$ cat src/rtl/stage_sequencer.sv
// stage_sequencer: game-flow controller for the shooter.
// Sequences stages, schedules fly spawns into free slots, tracks lives and score,
// and emits one-cycle command and sound-event pulses. All outputs are registered.
module stage_sequencer #(
   parameter int unsigned FLY_COUNT     = 12,
   parameter int unsigned FLY_BASE      = 4,
   parameter int unsigned SPAWN_GAP     = 30,
   parameter int unsigned INTRO_FRAMES  = 120,
   parameter int unsigned CLEAR_FRAMES  = 90,
   parameter int unsigned INVULN_FRAMES = 60,
   parameter int unsigned LIVES_INIT    = 3,
   parameter int unsigned POINTS        = 10
) (
   input  logic                 i_clk25,
   input  logic                 i_reset,
   input  logic                 i_frame_tick,
   input  logic                 i_start,
   input  logic                 i_stage_rst,
   input  logic                 i_player_hit,
   input  logic [FLY_COUNT-1:0] i_fly_alive,
   input  logic [FLY_COUNT-1:0] i_fly_hit,
   output logic                 o_spawn_valid,
   output logic [3:0]           o_spawn_idx,
   output logic                 o_fly_clear,
   output logic [2:0]           o_state,
   output logic [3:0]           o_stage,
   output logic [1:0]           o_lives,
   output logic [15:0]          o_score,
   output logic                 o_sfx_hit,
   output logic                 o_sfx_stage,
   output logic                 o_sfx_over
);

   typedef enum logic [2:0] {
      StIdle  = 3'd0,
      StIntro = 3'd1,
      StSpawn = 3'd2,
      StPlay  = 3'd3,
      StClear = 3'd4,
      StOver  = 3'd5
   } state_t;

   state_t      r_state;
   logic [3:0]  r_stage;
   logic [1:0]  r_lives;
   logic [15:0] r_score;
   logic        r_spawn_valid;
   logic [3:0]  r_spawn_idx;
   logic        r_fly_clear;
   logic        r_sfx_hit;
   logic        r_sfx_stage;
   logic        r_sfx_over;
   logic [15:0] r_frame_cnt;
   logic [15:0] r_inv_cnt;
   logic [4:0]  r_spawned;
   logic        r_spawn_pend;

   logic        w_free_any;
   logic [3:0]  w_free_idx;
   logic [4:0]  w_hit_cnt;
   logic [16:0] w_score_sum;
   logic [15:0] w_score_next;
   logic [5:0]  w_target_raw;
   logic [4:0]  w_target;
   logic        w_active;
   logic        w_hit_ok;
   logic        w_lose_game;
   logic        w_spawn_due;
   logic        w_rst_stage;

   // Lowest-index free slot and number of kills reported this cycle
   always_comb begin
      w_free_any = 1'b0;
      w_free_idx = 4'd0;
      w_hit_cnt  = 5'd0;
      for (int i = int'(FLY_COUNT) - 1; i >= 0; i--) begin
         if (!i_fly_alive[i]) begin
            w_free_any = 1'b1;
            w_free_idx = 4'(i);
         end
         w_hit_cnt = w_hit_cnt + 5'(i_fly_hit[i]);
      end
   end

   assign w_score_sum  = 17'(r_score) + 17'(w_hit_cnt) * 17'(POINTS);
   assign w_score_next = w_score_sum[16] ? 16'hFFFF : w_score_sum[15:0];
   assign w_target_raw = 6'(FLY_BASE) + 6'(r_stage) - 6'd1;
   assign w_target     = (w_target_raw > 6'(FLY_COUNT)) ? 5'(FLY_COUNT) : w_target_raw[4:0];
   assign w_active     = (r_state == StSpawn) || (r_state == StPlay);
   assign w_hit_ok     = w_active && i_player_hit && (r_inv_cnt == 16'd0);
   assign w_lose_game  = w_hit_ok && (r_lives == 2'd1);
   // A deferred spawn keeps retrying every cycle until a slot frees up
   assign w_spawn_due  = r_spawn_pend || (i_frame_tick && (r_frame_cnt == 16'd0));
   assign w_rst_stage  = i_stage_rst && ((r_state == StIntro) || (r_state == StSpawn) ||
                                         (r_state == StPlay)  || (r_state == StClear));

   // Game-flow FSM with registered outputs, score, lives and invulnerability window
   always_ff @(posedge i_clk25) begin
      if (i_reset) begin
         r_state       <= StIdle;
         r_stage       <= 4'd1;
         r_lives       <= 2'(LIVES_INIT);
         r_score       <= 16'd0;
         r_spawn_valid <= 1'b0;
         r_spawn_idx   <= 4'd0;
         r_fly_clear   <= 1'b0;
         r_sfx_hit     <= 1'b0;
         r_sfx_stage   <= 1'b0;
         r_sfx_over    <= 1'b0;
         r_frame_cnt   <= 16'd0;
         r_inv_cnt     <= 16'd0;
         r_spawned     <= 5'd0;
         r_spawn_pend  <= 1'b0;
      end else begin
         r_spawn_valid <= 1'b0;
         r_fly_clear   <= 1'b0;
         r_sfx_hit     <= 1'b0;
         r_sfx_stage   <= 1'b0;
         r_sfx_over    <= 1'b0;
         if (i_frame_tick && (r_inv_cnt != 16'd0)) begin
            r_inv_cnt <= r_inv_cnt - 16'd1;
         end
         if (w_rst_stage) begin
            // Stage restart wins the whole cycle: no kills, hits or spawns are taken
            r_fly_clear  <= 1'b1;
            r_state      <= StIntro;
            r_frame_cnt  <= 16'd0;
            r_spawned    <= 5'd0;
            r_spawn_pend <= 1'b0;
         end else begin
            if (w_active && (i_fly_hit != '0)) begin
               r_score   <= w_score_next;
               r_sfx_hit <= 1'b1;
            end
            if (w_hit_ok) begin
               r_inv_cnt <= 16'(INVULN_FRAMES);
               r_lives   <= r_lives - 2'd1;
            end
            if (w_lose_game) begin
               // Losing the last life pre-empts any stage clear or spawn this cycle
               r_state     <= StOver;
               r_fly_clear <= 1'b1;
               r_sfx_over  <= 1'b1;
            end else begin
               unique case (r_state)
                  StIdle: begin
                     if (i_start) begin
                        r_state     <= StIntro;
                        r_frame_cnt <= 16'd0;
                     end
                  end
                  StIntro: begin
                     if (i_frame_tick) begin
                        if (r_frame_cnt == 16'(INTRO_FRAMES - 1)) begin
                           r_state      <= StSpawn;
                           r_frame_cnt  <= 16'd0;
                           r_spawned    <= 5'd0;
                           r_spawn_pend <= 1'b0;
                        end else begin
                           r_frame_cnt <= r_frame_cnt + 16'd1;
                        end
                     end
                  end
                  StSpawn: begin
                     if (i_frame_tick) begin
                        r_frame_cnt <= (r_frame_cnt == 16'(SPAWN_GAP - 1)) ? 16'd0
                                                                           : r_frame_cnt + 16'd1;
                     end
                     if (w_spawn_due) begin
                        if (w_free_any) begin
                           r_spawn_valid <= 1'b1;
                           r_spawn_idx   <= w_free_idx;
                           r_spawned     <= r_spawned + 5'd1;
                           r_spawn_pend  <= 1'b0;
                           if (r_spawned + 5'd1 == w_target) begin
                              r_state     <= StPlay;
                              r_frame_cnt <= 16'd0;
                           end
                        end else begin
                           r_spawn_pend <= 1'b1;
                        end
                     end
                  end
                  StPlay: begin
                     // Tick-qualified so a fresh spawn's alive bit has time to rise
                     if (i_frame_tick && (i_fly_alive == '0)) begin
                        r_state     <= StClear;
                        r_sfx_stage <= 1'b1;
                        r_frame_cnt <= 16'd0;
                     end
                  end
                  StClear: begin
                     if (i_frame_tick) begin
                        if (r_frame_cnt == 16'(CLEAR_FRAMES - 1)) begin
                           r_state     <= StIntro;
                           r_frame_cnt <= 16'd0;
                           r_stage     <= (r_stage == 4'd15) ? r_stage : r_stage + 4'd1;
                        end else begin
                           r_frame_cnt <= r_frame_cnt + 16'd1;
                        end
                     end
                  end
                  StOver: begin
                     if (i_start) begin
                        r_fly_clear <= 1'b1;
                        r_stage     <= 4'd1;
                        r_lives     <= 2'(LIVES_INIT);
                        r_score     <= 16'd0;
                        r_state     <= StIntro;
                        r_frame_cnt <= 16'd0;
                     end
                  end
                  default: r_state <= StIdle;
               endcase
            end
         end
      end
   end

   assign o_spawn_valid = r_spawn_valid;
   assign o_spawn_idx   = r_spawn_idx;
   assign o_fly_clear   = r_fly_clear;
   assign o_state       = r_state;
   assign o_stage       = r_stage;
   assign o_lives       = r_lives;
   assign o_score       = r_score;
   assign o_sfx_hit     = r_sfx_hit;
   assign o_sfx_stage   = r_sfx_stage;
   assign o_sfx_over    = r_sfx_over;

endmodule

$ cat config.mk
export PLATFORM = sky130hd
export DESIGN_NAME = stage_sequencer
export DESIGN_NICKNAME = d
export VERILOG_FILES = /design/src/rtl/stage_sequencer.sv
export SDC_FILE = /design/constraint.sdc
export NUM_CORES = 1
export LEC_CHECK = 0
export CAP_MARGIN = 0
export CELL_PAD_IN_SITES_DETAIL_PLACEMENT = 1
export CELL_PAD_IN_SITES_GLOBAL_PLACEMENT = 2
export CORE_MARGIN = 2
export CORE_UTILIZATION = 33
export DETAILED_ROUTE_END_ITERATION = 10
export GPL_TIMING_DRIVEN = 0
export HOLD_SLACK_MARGIN = 0.03
export PLACE_DENSITY = 0.93
export SLEW_MARGIN = 20
export SYNTH_ARGS = -nofsm -noshare
export SYNTH_HDL_FRONTEND = slang
export SYNTH_SLANG_ARGS = --single-unit
export TNS_END_PERCENT = 5
$ cat constraint.sdc
create_clock -name i_clk25 -period 8 [get_ports i_clk25]
set_input_delay 1.6 -clock i_clk25 [delete_from_list [all_inputs] [get_ports i_clk25]]
set_output_delay 1.6 -clock i_clk25 [all_outputs]
set_load 0.02 [all_outputs]
Word level (Yosys, flattened, before mapping)
Cells that the tools add are included.
- register bits: 72
- input bits: 30
- output and inout port bits: 34
- logic and storage cells: 201
- add/subtract/negate cells: 19
- $mul: 1
- magnitude comparators: 1
- equality and inequality tests: 40
- mux-type cells: 84
- bitwise logic cells: 5
- reduce and logical (&&, ||, !) cells: 35
- operators by type and width (operator ; number):
    2-to-1 mux 16 bit ; 19
    one-hot mux 16 bit (5 select lines) ; 1
    2-to-1 mux 4 bit ; 16
    adder 5 x 1 -> 5 bit ; 7
    == test 16 x 7 -> 1 bit, second input constant ; 2
    zero test 16 bit ; 2
    2-to-1 mux 3 bit ; 10
    AND reduction 9 bit ; 3
    2-to-1 mux 1 bit ; 25
    2-to-1 mux 5 bit ; 5
    adder 16 x 9 -> 17 bit ; 1
    adder 16 x 1 -> 16 bit, second input constant ; 1
    == test 16 x 5 -> 1 bit, second input constant ; 1
    != test 4 x 3 -> 1 bit, second input constant ; 4
    != test 4 bit, second input constant ; 4
    nonzero test 16 bit ; 1
    subtractor 16 x 1 -> 16 bit, second input constant ; 1
    one-hot mux 3 bit (5 select lines) ; 1
    zero test 12 bit ; 1
    != test 2 bit, second input constant ; 6
    != test 3 x 2 -> 1 bit, second input constant ; 4
    != test 3 bit, second input constant ; 4
    AND reduction 6 bit ; 2
    nonzero test 12 bit ; 1
    36 further kinds ; 63

Longest topological paths before layout
Gate-level depths: netlist of the first run.
- word-level depth: 18
- depth in mapped cells: 22
- mapped depth without buffers: 22

Least setup slack after synthesis of the first run
No wires, ideal clock.
- kind: input to register
- start: in i_fly_hit[0]
- end: reg r_score[11], in the netlist o_score[11]
- library setup time: 0.128 ns
- arrival time: 6.385 ns
- required time: 7.872 ns
- slack: 1.487 ns
- stages on the path: 19
- buffers on the path: 1
- path through: inv_1 fa_1 fa_1 fa_1 fa_1 inv_1 ha_1 fa_1 ha_1 ha_1 ha_1 a21oi_1 xor2_1 ha_1 o21a_1 a21o_1 clkbuf_1 a2bb2oi_1 o32ai_1
- cells in the longest elaborated chain, start to end: 8
- elaborated cells between the ends (all ways): 10
- those cells by class: 2 x add/sub; 1 x mul; 5 x mux; 2 x reduce/logical
- RTL lines (what ; line ; source):
    start: declaration ; 21 ; input logic [FLY_COUNT-1:0] i_fly_hit,
    adder 5 x 1 -> 5 bit ; 81 ; w_hit_cnt = w_hit_cnt + 5'(i_fly_hit[i]);
    multiplier 5 x 3 -> 8 bit ; 85 ; assign w_score_sum = 17'(r_score) + 17'(w_hit_cnt) * 17'(POINTS);
    adder 16 x 9 -> 17 bit ; 85 ;
    2-to-1 mux 16 bit ; 86 ; assign w_score_next = w_score_sum[16] ? 16'hFFFF : w_score_sum[15:0];
    2-to-1 mux 16 bit * ; 131 ; if (w_active && (i_fly_hit != '0)) begin
    2-to-1 mux 16 bit ; 204 ; if (i_start) begin
    2-to-1 mux 16 bit ; 145 ; unique case (r_state)
    2-to-1 mux 16 bit * ; 139 ; if (w_lose_game) begin
    end signal: assignment ; 132 ; r_score <= w_score_next;
    end: declaration ; 46 ; logic [15:0] r_score;
Every way passes the cells marked *; elsewhere a longest branch is shown, timed or not.
A chain may end at the register's enable or synchronous reset.

Worst setup path after layout of the first run
- start: in i_fly_hit[0]
- end: reg r_score[15], in the netlist o_score[15]
Same word-level chain as after synthesis.

==> results by group, run 1 <==
Outcome
  • Status: finished, final reports clean

Yosys
  • Synthesis Warnings: 0
  • EDFF count, synth: 0
  • Ys async rst share: 0
  • Yosys reg bits: 72
  • Fraction of the yosys area taken by sequential cells: 0.3012
  • Post-synthesis cell type count: 65
  • Synth Instances: 594
  • Post-Syn Area per Cell: 8.057 um^2
  • Synth top area share: 0.3012
  • Most frequent cell after synthesis: dfxtp_1
  • Area leader, netlist: dfxtp_1
  • Post-synthesis cell area: 4786 um^2
  • Syn_nets: 658
  • Top cells by count, synth: dfxtp_1 (72), nor2_1 (66), a21oi_1 (49), nand2_1 (41), inv_1 (36)
  • Top_reg_cell synth: dfxtp_1
  • Synth area leaders: dfxtp_1 (30%), ha_1 (6.8%), nor2_1 (5.2%)

Routing
  • Drt total wl: 14,810 um
  • Final ANT Viol Nets: 0
  • Via Count: 4,808
  • Drt initial violations: 209
  • DRT Pass-1 Iters: 4
  • Via density: 5.617
  • WL/cell: 17.30 um
  • DRC viols: 0

Worst setup path
  • Crit path max fanout: 5
  • Worst path slowest cell: fa_1
  • Crit path DAT: 7.52 ns
  • FF-to-FF setup slack: 5.09 ns
  • R2R cell count: 9
  • Worst path top cell family by delay: adder cells
  • RR Endpoint: r_frame_cnt[1]$_SDFFE_PP0P_
  • CP Class: input pin to flip-flop
  • Reg-to-Reg Start: o_stage[0]$_SDFFE_PP1P_
  • Buffer and inverter count on the worst path: 4
  • CP peak stage delay: 0.55 ns
  • Worst Path Required: 8.26 ns
  • Critical path startpoint category: input pin
  • Worst Setup End Kind: flip-flop
  • Critical Path, Cell by Cell: clkdlybuf4s50_1, inv_1, fa_1, fa_1, fa_1, fa_1, inv_1, ha_1, fa_1, xor2_1, ha_1, ha_1, ha_1, ha_1, inv_1, o21ai_0, a21oi_1, nor4_1, a21oi_1, a211oi_1

Hold path
  • Hold Crit Class: flip-flop to flip-flop
  • Hold endpoint: o_spawn_idx[0]$_SDFFE_PP0P_
  • Hold Path Depth: 2
  • Hold_sp: o_spawn_idx[0]$_SDFFE_PP0P_

Clocking
  • Max H-tree Level: 3
  • Clock tree buffer depth: 2
  • Total CTS buffers: 9
  • Post-CTS setup buffers: 0
  • Register clock-pin slew on the reported worst setup and hold paths: 0.06 ns
  • PostCTS Resize Cnt: 0
  • Cts hold-fix bufs: 0
  • CTS tree: done
  • Root Buffer: clkbuf_16
  • Worst-Skew Late Latency: 0.35 ns
  • CTS sink cnt: 72

Place
  • RD Place Congestion: 0.8056
  • IO Port Bufs: 62
  • DPL Wire Length: 11,460 um

Layout
  • FILL cells: 1,706
  • Layout net count: 731
  • Layout cells sized above 1: 0.04762
  • Ant. Diodes: 0
  • Area Growth Syn to Fin: 24.81%

Global route
  • Initial antenna violation count: 0
  • Pin count of the biggest net entering global routing: 13
  • GRT Util Overall: 0.1917
  • Grt ovf: 0
  • Number of global-route vias before repair: 4,973
  • First-pass GRT wire length: 24,380 um

Timing
  • Hold_ws: 0.4641 ns
  • Peak Freq: 0.1377 GHz
  • Max transition margin: 0.3378
  • Crit share post-route: 0.9079
  • Final setup fails: 0
  • Count of pins over their slew limit: 0
  • Minimum clock period: 7.264 ns
  • Final setup TNS: 0 ns
  • Final Hold Fails: 0
  • Layout Skew: 0.01121 ns
  • Worst Tran Pin Value: 0.9826 ns
  • Unrepaired setup endpoints after global routing: no

Floorplanning
  • Die height: 124.4 um
  • Io pins: 64
  • Die Area: 15,480 um^2
  • Row count: 44
  • Initial core utilization: 0.3331
  • Horiz. Die Dim: 124.4 um
  • Total core area: 14,370 um^2

Power and ir drop
  • Leak: 2.269 nW
  • PwrDens: 306.0 nW/um^2
  • Peak VDD IR: 0.0001065 V

Run
  • MaxCap Viol Count: 0
[where the power goes]
group / switching, mW / internal (mW) / leakage, nW / total, mW
Clock: 0.165 / 0.304 / 0.162 / 0.468
Sequential: 0.0483 / 0.412 / 0.583 / 0.460
Combinational: 0.531 / 0.369 / 1.52 / 0.899
Total: 0.744 / 1.08 / 2.27 / 1.83
[cell usage in the layout, fill, tap and decap left out, drive strengths merged, types with 20 or more instances in the layout]
cell type      instances
ha                    26
o21ai                 34
nand2                 41
clkbuf                23
inv                   36
nor2                  66
nand3                 20
dfxtp                 72
clkdlybuf4s50         62
a21oi                 49
[area by class of cell]
class,count,area (um^2),share of cell area
multi-input cells,468,3131,0.5241
flip-flops and latches,72,1441,0.2413
well taps,184,230.2,0.03854
clock inverters,6,107.6,0.01801
clock buffers,10,229.0,0.03833
inverters,36,135.1,0.02262
repair buffers,62,620.6,0.1039
plain buffers,18,78.83,0.01320
[routing by layer]
layer	part of all wire	global-route usage	wire length [um]
met4	0.021	0.06940	311
met3	0.039	0.03866	576
met2	0.51	0.3414	7573
met1	0.43	0.2275	6346
met5	0	0	0
[state kept, by name (all words and copies together), names as in the netlist]
signal and count:
o_sfx_hit 1, o_sfx_over 1, o_stage 4, o_lives 2, o_state 3, o_fly_clear 1, r_spawned 5, o_score 16
o_spawn_valid 1, r_spawn_pend 1, o_sfx_stage 1, r_inv_cnt 16, o_spawn_idx 4, r_frame_cnt 16
[cell families (layout without fill, tap and decap cells)]
family / after synthesis / in the layout / synth area share
flops: 72 / 72 / 0.3012
compound gates: 170 / 170 / 0.2371
buf+inv: 54 / 132 / 0.04470
xor+xnor: 29 / 29 / 0.05307
simple gates: 230 / 230 / 0.2520
fa+ha+maj: 34 / 34 / 0.1014
mux: 5 / 5 / 0.01046
[through the flow]
stage / cells / power [mW] / util / cell area (um^2) / worst slack [ns]
6_report: 856 / 1.828 / 0.4157 / 5973 / 0.7364
2_1_floorplan: 594 / 1.117 / - / 4786 / 1.487
3_3_place_gp: 840 / 1.301 / 0.3923 / 5637 / 0.6131
4_1_cts: 856 / 1.843 / 0.4157 / 5973 / 0.7178
5_1_grt: 856 / 1.961 / 0.4157 / 5973 / 0.3126
3_5_place_dp: 840 / 1.359 / 0.3923 / 5637 / 0.3937
[tightest hold or removal path, delay by kind of cell (launching register included)]
family           cells  cell delay [ns]
AO/OA/AOI/OAI        1             0.05
flip-flops           1             0.31
AND/OR/NAND/NOR      1             0.05
[worst max-delay path by stage]
stage / from / endpoint / slack, ns / depth (start not counted)
5_1_grt: i_fly_hit[0] / o_score[15]$_SDFFE_PP0N_ / 0.31 / 20
4_1_cts: i_fly_hit[0] / o_score[1]$_SDFFE_PP0N_ / 0.72 / 20
3_3_place_gp: i_fly_hit[0] / o_score[11]$_SDFFE_PP0N_ / 0.61 / 20
3_5_place_dp: i_fly_hit[0] / o_score[1]$_SDFFE_PP0N_ / 0.39 / 20
6_report: i_fly_hit[0] / o_score[15]$_SDFFE_PP0N_ / 0.74 / 20
2_1_floorplan: i_fly_hit[0] / o_score[11]$_SDFFE_PP0N_ / 1.49 / 19
No activity file was read; power rests on OpenSTA's default activity.
==> run 2: changes to the inputs <==
--- a/config.mk
+++ b/config.mk
@@ -10,6 +10,7 @@
 export CELL_PAD_IN_SITES_GLOBAL_PLACEMENT = 2
 export CORE_MARGIN = 2
 export CORE_UTILIZATION = 33
+export CTS_CLUSTER_SIZE = 14
 export DETAILED_ROUTE_END_ITERATION = 10
 export GPL_TIMING_DRIVEN = 0
 export HOLD_SLACK_MARGIN = 0.03
==> results of run 2 <==
Final layout, timing and power as in run 1 (identical DEF).
==> run 3: changes to the inputs <==
--- a/config.mk
+++ b/config.mk
@@ -8,7 +8,6 @@
 export CAP_MARGIN = 0
 export CELL_PAD_IN_SITES_DETAIL_PLACEMENT = 1
 export CELL_PAD_IN_SITES_GLOBAL_PLACEMENT = 2
-export CORE_MARGIN = 2
 export CORE_UTILIZATION = 33
 export CTS_CLUSTER_SIZE = 14
 export DETAILED_ROUTE_END_ITERATION = 10
==> run 3 against run 2 <==
  * Die area down 3.2%
  * Via count down 1.3%
  * Combinational power down 0.6%
  * Sequential share of layout area up 0.22 points
  * Sequential cell count unchanged
  * Register-to-register slack worse by 0.07 ns
  * Critical path depth up 1
  * First-iteration DRC count up 11%
  * Routed wire length down 0.25%
  * Total power down 4.2%
  * Sequential power about the same
==> results by group, run 3 (same netlist as run 1, synthesis figures left out) <==
Place
  • Worst slack, placed: 0.3954 ns (was 0.3937 ns)
  • DPL Wire Length: 11,400 um (was 11,460 um)
  • Placed cell count: 836 (was 840)
  • RD Place Congestion: 0.8670 (was 0.8056)
  • IO Port Bufs: 62 (unchanged)

Outcome
  • Status: finished, final reports clean (unchanged)

Floorplanning
  • Die height: 122.4 um (was 124.4 um)
  • Io pins: 64 (unchanged)
  • Horiz. Die Dim: 122.4 um (was 124.4 um)
  • Row count: 43 (was 44)
  • Die Area: 14,990 um^2 (was 15,480 um^2)
  • Total core area: 13,990 um^2 (was 14,370 um^2)
  • Initial core utilization: 0.3421 (was 0.3331)

Timing
  • Max transition margin: 0.2814 (was 0.3378)
  • Minimum clock period: 7.261 ns (was 7.264 ns)
  • Final Hold Fails: 0 (unchanged)
  • Worst Tran Pin Value: 1.066 ns (was 0.9826 ns)
  • Unrepaired setup endpoints after global routing: no (unchanged)
  • Count of pins over their slew limit: 0 (unchanged)
  • Layout Skew: 0.005578 ns (was 0.01121 ns)
  • Final setup fails: 0 (unchanged)
  • Peak Freq: 0.1377 GHz (about the same)
  • Crit share post-route: 0.9077 (was 0.9079)
  • Final setup TNS: 0 ns (unchanged)
  • Setup ws final: 0.7386 ns (was 0.7364 ns)

Power and ir drop
  • Peak VDD IR: 0.0001170 V (was 0.0001065 V)
  • PwrDens: 295.8 nW/um^2 (was 306.0 nW/um^2)
  • Leak: 2.246 nW (was 2.269 nW)

Worst setup path
  • Crit path max fanout: 10 (was 5)
  • Worst Path Required: 8.28 ns (was 8.26 ns)
  • FF-to-FF setup slack: 5.02 ns (was 5.09 ns)
  • CP peak stage delay: 0.58 ns (was 0.55 ns)
  • Buffer and inverter count on the worst path: 4 (unchanged)
  • Worst path slowest cell: fa_1 (unchanged)
  • Critical Path, Cell by Cell: clkdlybuf4s50_1, inv_1, fa_1, fa_1, fa_1, fa_1, inv_1, ha_1, fa_1, xor2_1, ha_1, ha_1, ha_1, a21oi_1, xor2_1, ha_1, o21a_1, a21o_1, clkbuf_1, a21oi_1, a21oi_1 (was clkdlybuf4s50_1, inv_1, fa_1, fa_1, fa_1, fa_1, inv_1, ha_1, fa_1, xor2_1, ha_1, ha_1, ha_1, ha_1, inv_1, o21ai_0, a21oi_1, nor4_1, a21oi_1, a211oi_1)
  • Crit path DAT: 7.54 ns (was 7.52 ns)
  • Reg-to-Reg Start: o_stage[0]$_SDFFE_PP1P_ (unchanged)
  • Critical path startpoint category: input pin (unchanged)
  • RR Endpoint: r_frame_cnt[1]$_SDFFE_PP0P_ (unchanged)
  • Worst Setup End Kind: flip-flop (unchanged)
  • R2R cell count: 9 (unchanged)
  • CP Class: input pin to flip-flop (unchanged)
  • Worst path top cell family by delay: adder cells (unchanged)

Routing
  • Final ANT Viol Nets: 0 (unchanged)
  • WL/cell: 17.34 um (was 17.30 um)
  • Via density: 5.570 (was 5.617)
  • DRC viols: 0 (unchanged)
  • Drt initial violations: 232 (was 209)
  • DRT Pass-1 Iters: 4 (unchanged)
  • Via Count: 4,746 (was 4,808)
  • Drt total wl: 14,770 um (was 14,810 um)

Layout
  • Area Growth Syn to Fin: 23.66% (was 24.81%)
  • Most common cell after layout, fill and taps aside: dfxtp_1 (unchanged)
  • FILL cells: 1,705 (was 1,706)
  • Layout cells sized above 1: 0.04613 (was 0.04762)
  • Layout Cells excl Fill: 852 (was 856)
  • Most frequent cells in the layout: dfxtp_1 (72), nor2_1 (66), clkdlybuf4s50_1 (62), a21oi_1 (49), nand2_1 (41) (unchanged)
  • Ant. Diodes: 0 (unchanged)
  • Layout net count: 731 (unchanged)

Clocking
  • Clock tree buffer depth: 2 (unchanged)
  • Root Buffer: clkbuf_16 (unchanged)
  • Register clock-pin slew on the reported worst setup and hold paths: 0.06 ns (about the same)
  • Post-CTS setup buffers: 0 (unchanged)
  • Max H-tree Level: 3 (unchanged)
  • Cts hold-fix bufs: 0 (unchanged)
  • Worst-Skew Late Latency: 0.35 ns (about the same)
  • PostCTS Resize Cnt: 0 (unchanged)
  • Total CTS buffers: 9 (unchanged)
  • CTS sink cnt: 72 (unchanged)
  • CTS tree: done (unchanged)

Global route
  • Grt ovf: 0 (unchanged)
  • GRT Util Overall: 0.2083 (was 0.1917)
  • Pin count of the biggest net entering global routing: 12 (was 13)
  • First-pass GRT wire length: 24,440 um (was 24,380 um)
  • Number of global-route vias before repair: 5,018 (was 4,973)
  • Initial antenna violation count: 0 (unchanged)

Run
  • MaxCap Viol Count: 0 (unchanged)

Hold path
  • Hold endpoint: o_spawn_idx[0]$_SDFFE_PP0P_ (unchanged)
  • Hold_sp: o_spawn_idx[0]$_SDFFE_PP0P_ (unchanged)
  • Hold Crit Class: flip-flop to flip-flop (unchanged)
  • Hold Path Depth: 2 (unchanged)
run 3: layout make-up:
cell class | instances | area [um^2] | share of cell area
buffer | 18 | 78.83 | 0.01332
clock buffer | 14 | 274.0 | 0.04630
clock inverter | 2 | 12.51 | 0.002114
inverter | 36 | 135.1 | 0.02283
multi-input combinational | 468 | 3131 | 0.5290
sequential | 72 | 1441 | 0.2436
tap | 180 | 225.2 | 0.03805
timing repair buffer | 62 | 620.6 | 0.1049
run 3: tightest hold or removal path: cells and delay by family, from the launching register on:
family	cells	cell delay (ns)
simple gates	1	0.06
flops	1	0.31
compound gates	1	0.05
run 3: layer usage:
layer,global-route usage,vias up,part of all wire,wire (um)
li1,-,2322,-,-
met1,0.2500,2313,0.45,6620
met2,0.3704,98,0.50,7367
met3,0.03625,13,0.040,589
met4,0.07241,0,0.013,193
met5,0,-,0,0
run 3: worst max-delay path by stage:
stage / depth (start not counted) / to / startpoint / slack (ns)
6_report: 21 / o_score[4]$_SDFFE_PP0N_ / i_fly_hit[0] / 0.74
5_1_grt: 20 / o_score[15]$_SDFFE_PP0N_ / i_fly_hit[0] / 0.39
4_1_cts: 21 / o_score[1]$_SDFFE_PP0N_ / i_fly_hit[0] / 0.73
3_5_place_dp: 21 / o_score[1]$_SDFFE_PP0N_ / i_fly_hit[0] / 0.40
3_3_place_gp: 20 / o_score[15]$_SDFFE_PP0N_ / i_fly_hit[0] / 0.59
2_1_floorplan: 19 / o_score[11]$_SDFFE_PP0N_ / i_fly_hit[0] / 1.49
run 3: per-stage QoR:
stage	hold slack [ns]	util	total power [mW]	cell area [um^2]
2_1_floorplan	0.4443	-	1.117	4786
3_3_place_gp	0.4505	0.4026	1.300	5632
3_5_place_dp	0.4619	0.4026	1.355	5632
4_1_cts	0.4753	0.4231	1.763	5918
5_1_grt	0.5017	0.4231	1.892	5918
6_report	0.4743	0.4231	1.751	5918
run 3: where the power goes:
group          total [mW]  internal, mW  switching, mW
Combinational       0.894         0.368          0.526
Sequential          0.460         0.412         0.0480
Clock               0.397         0.235          0.161
Total                1.75          1.02          0.736
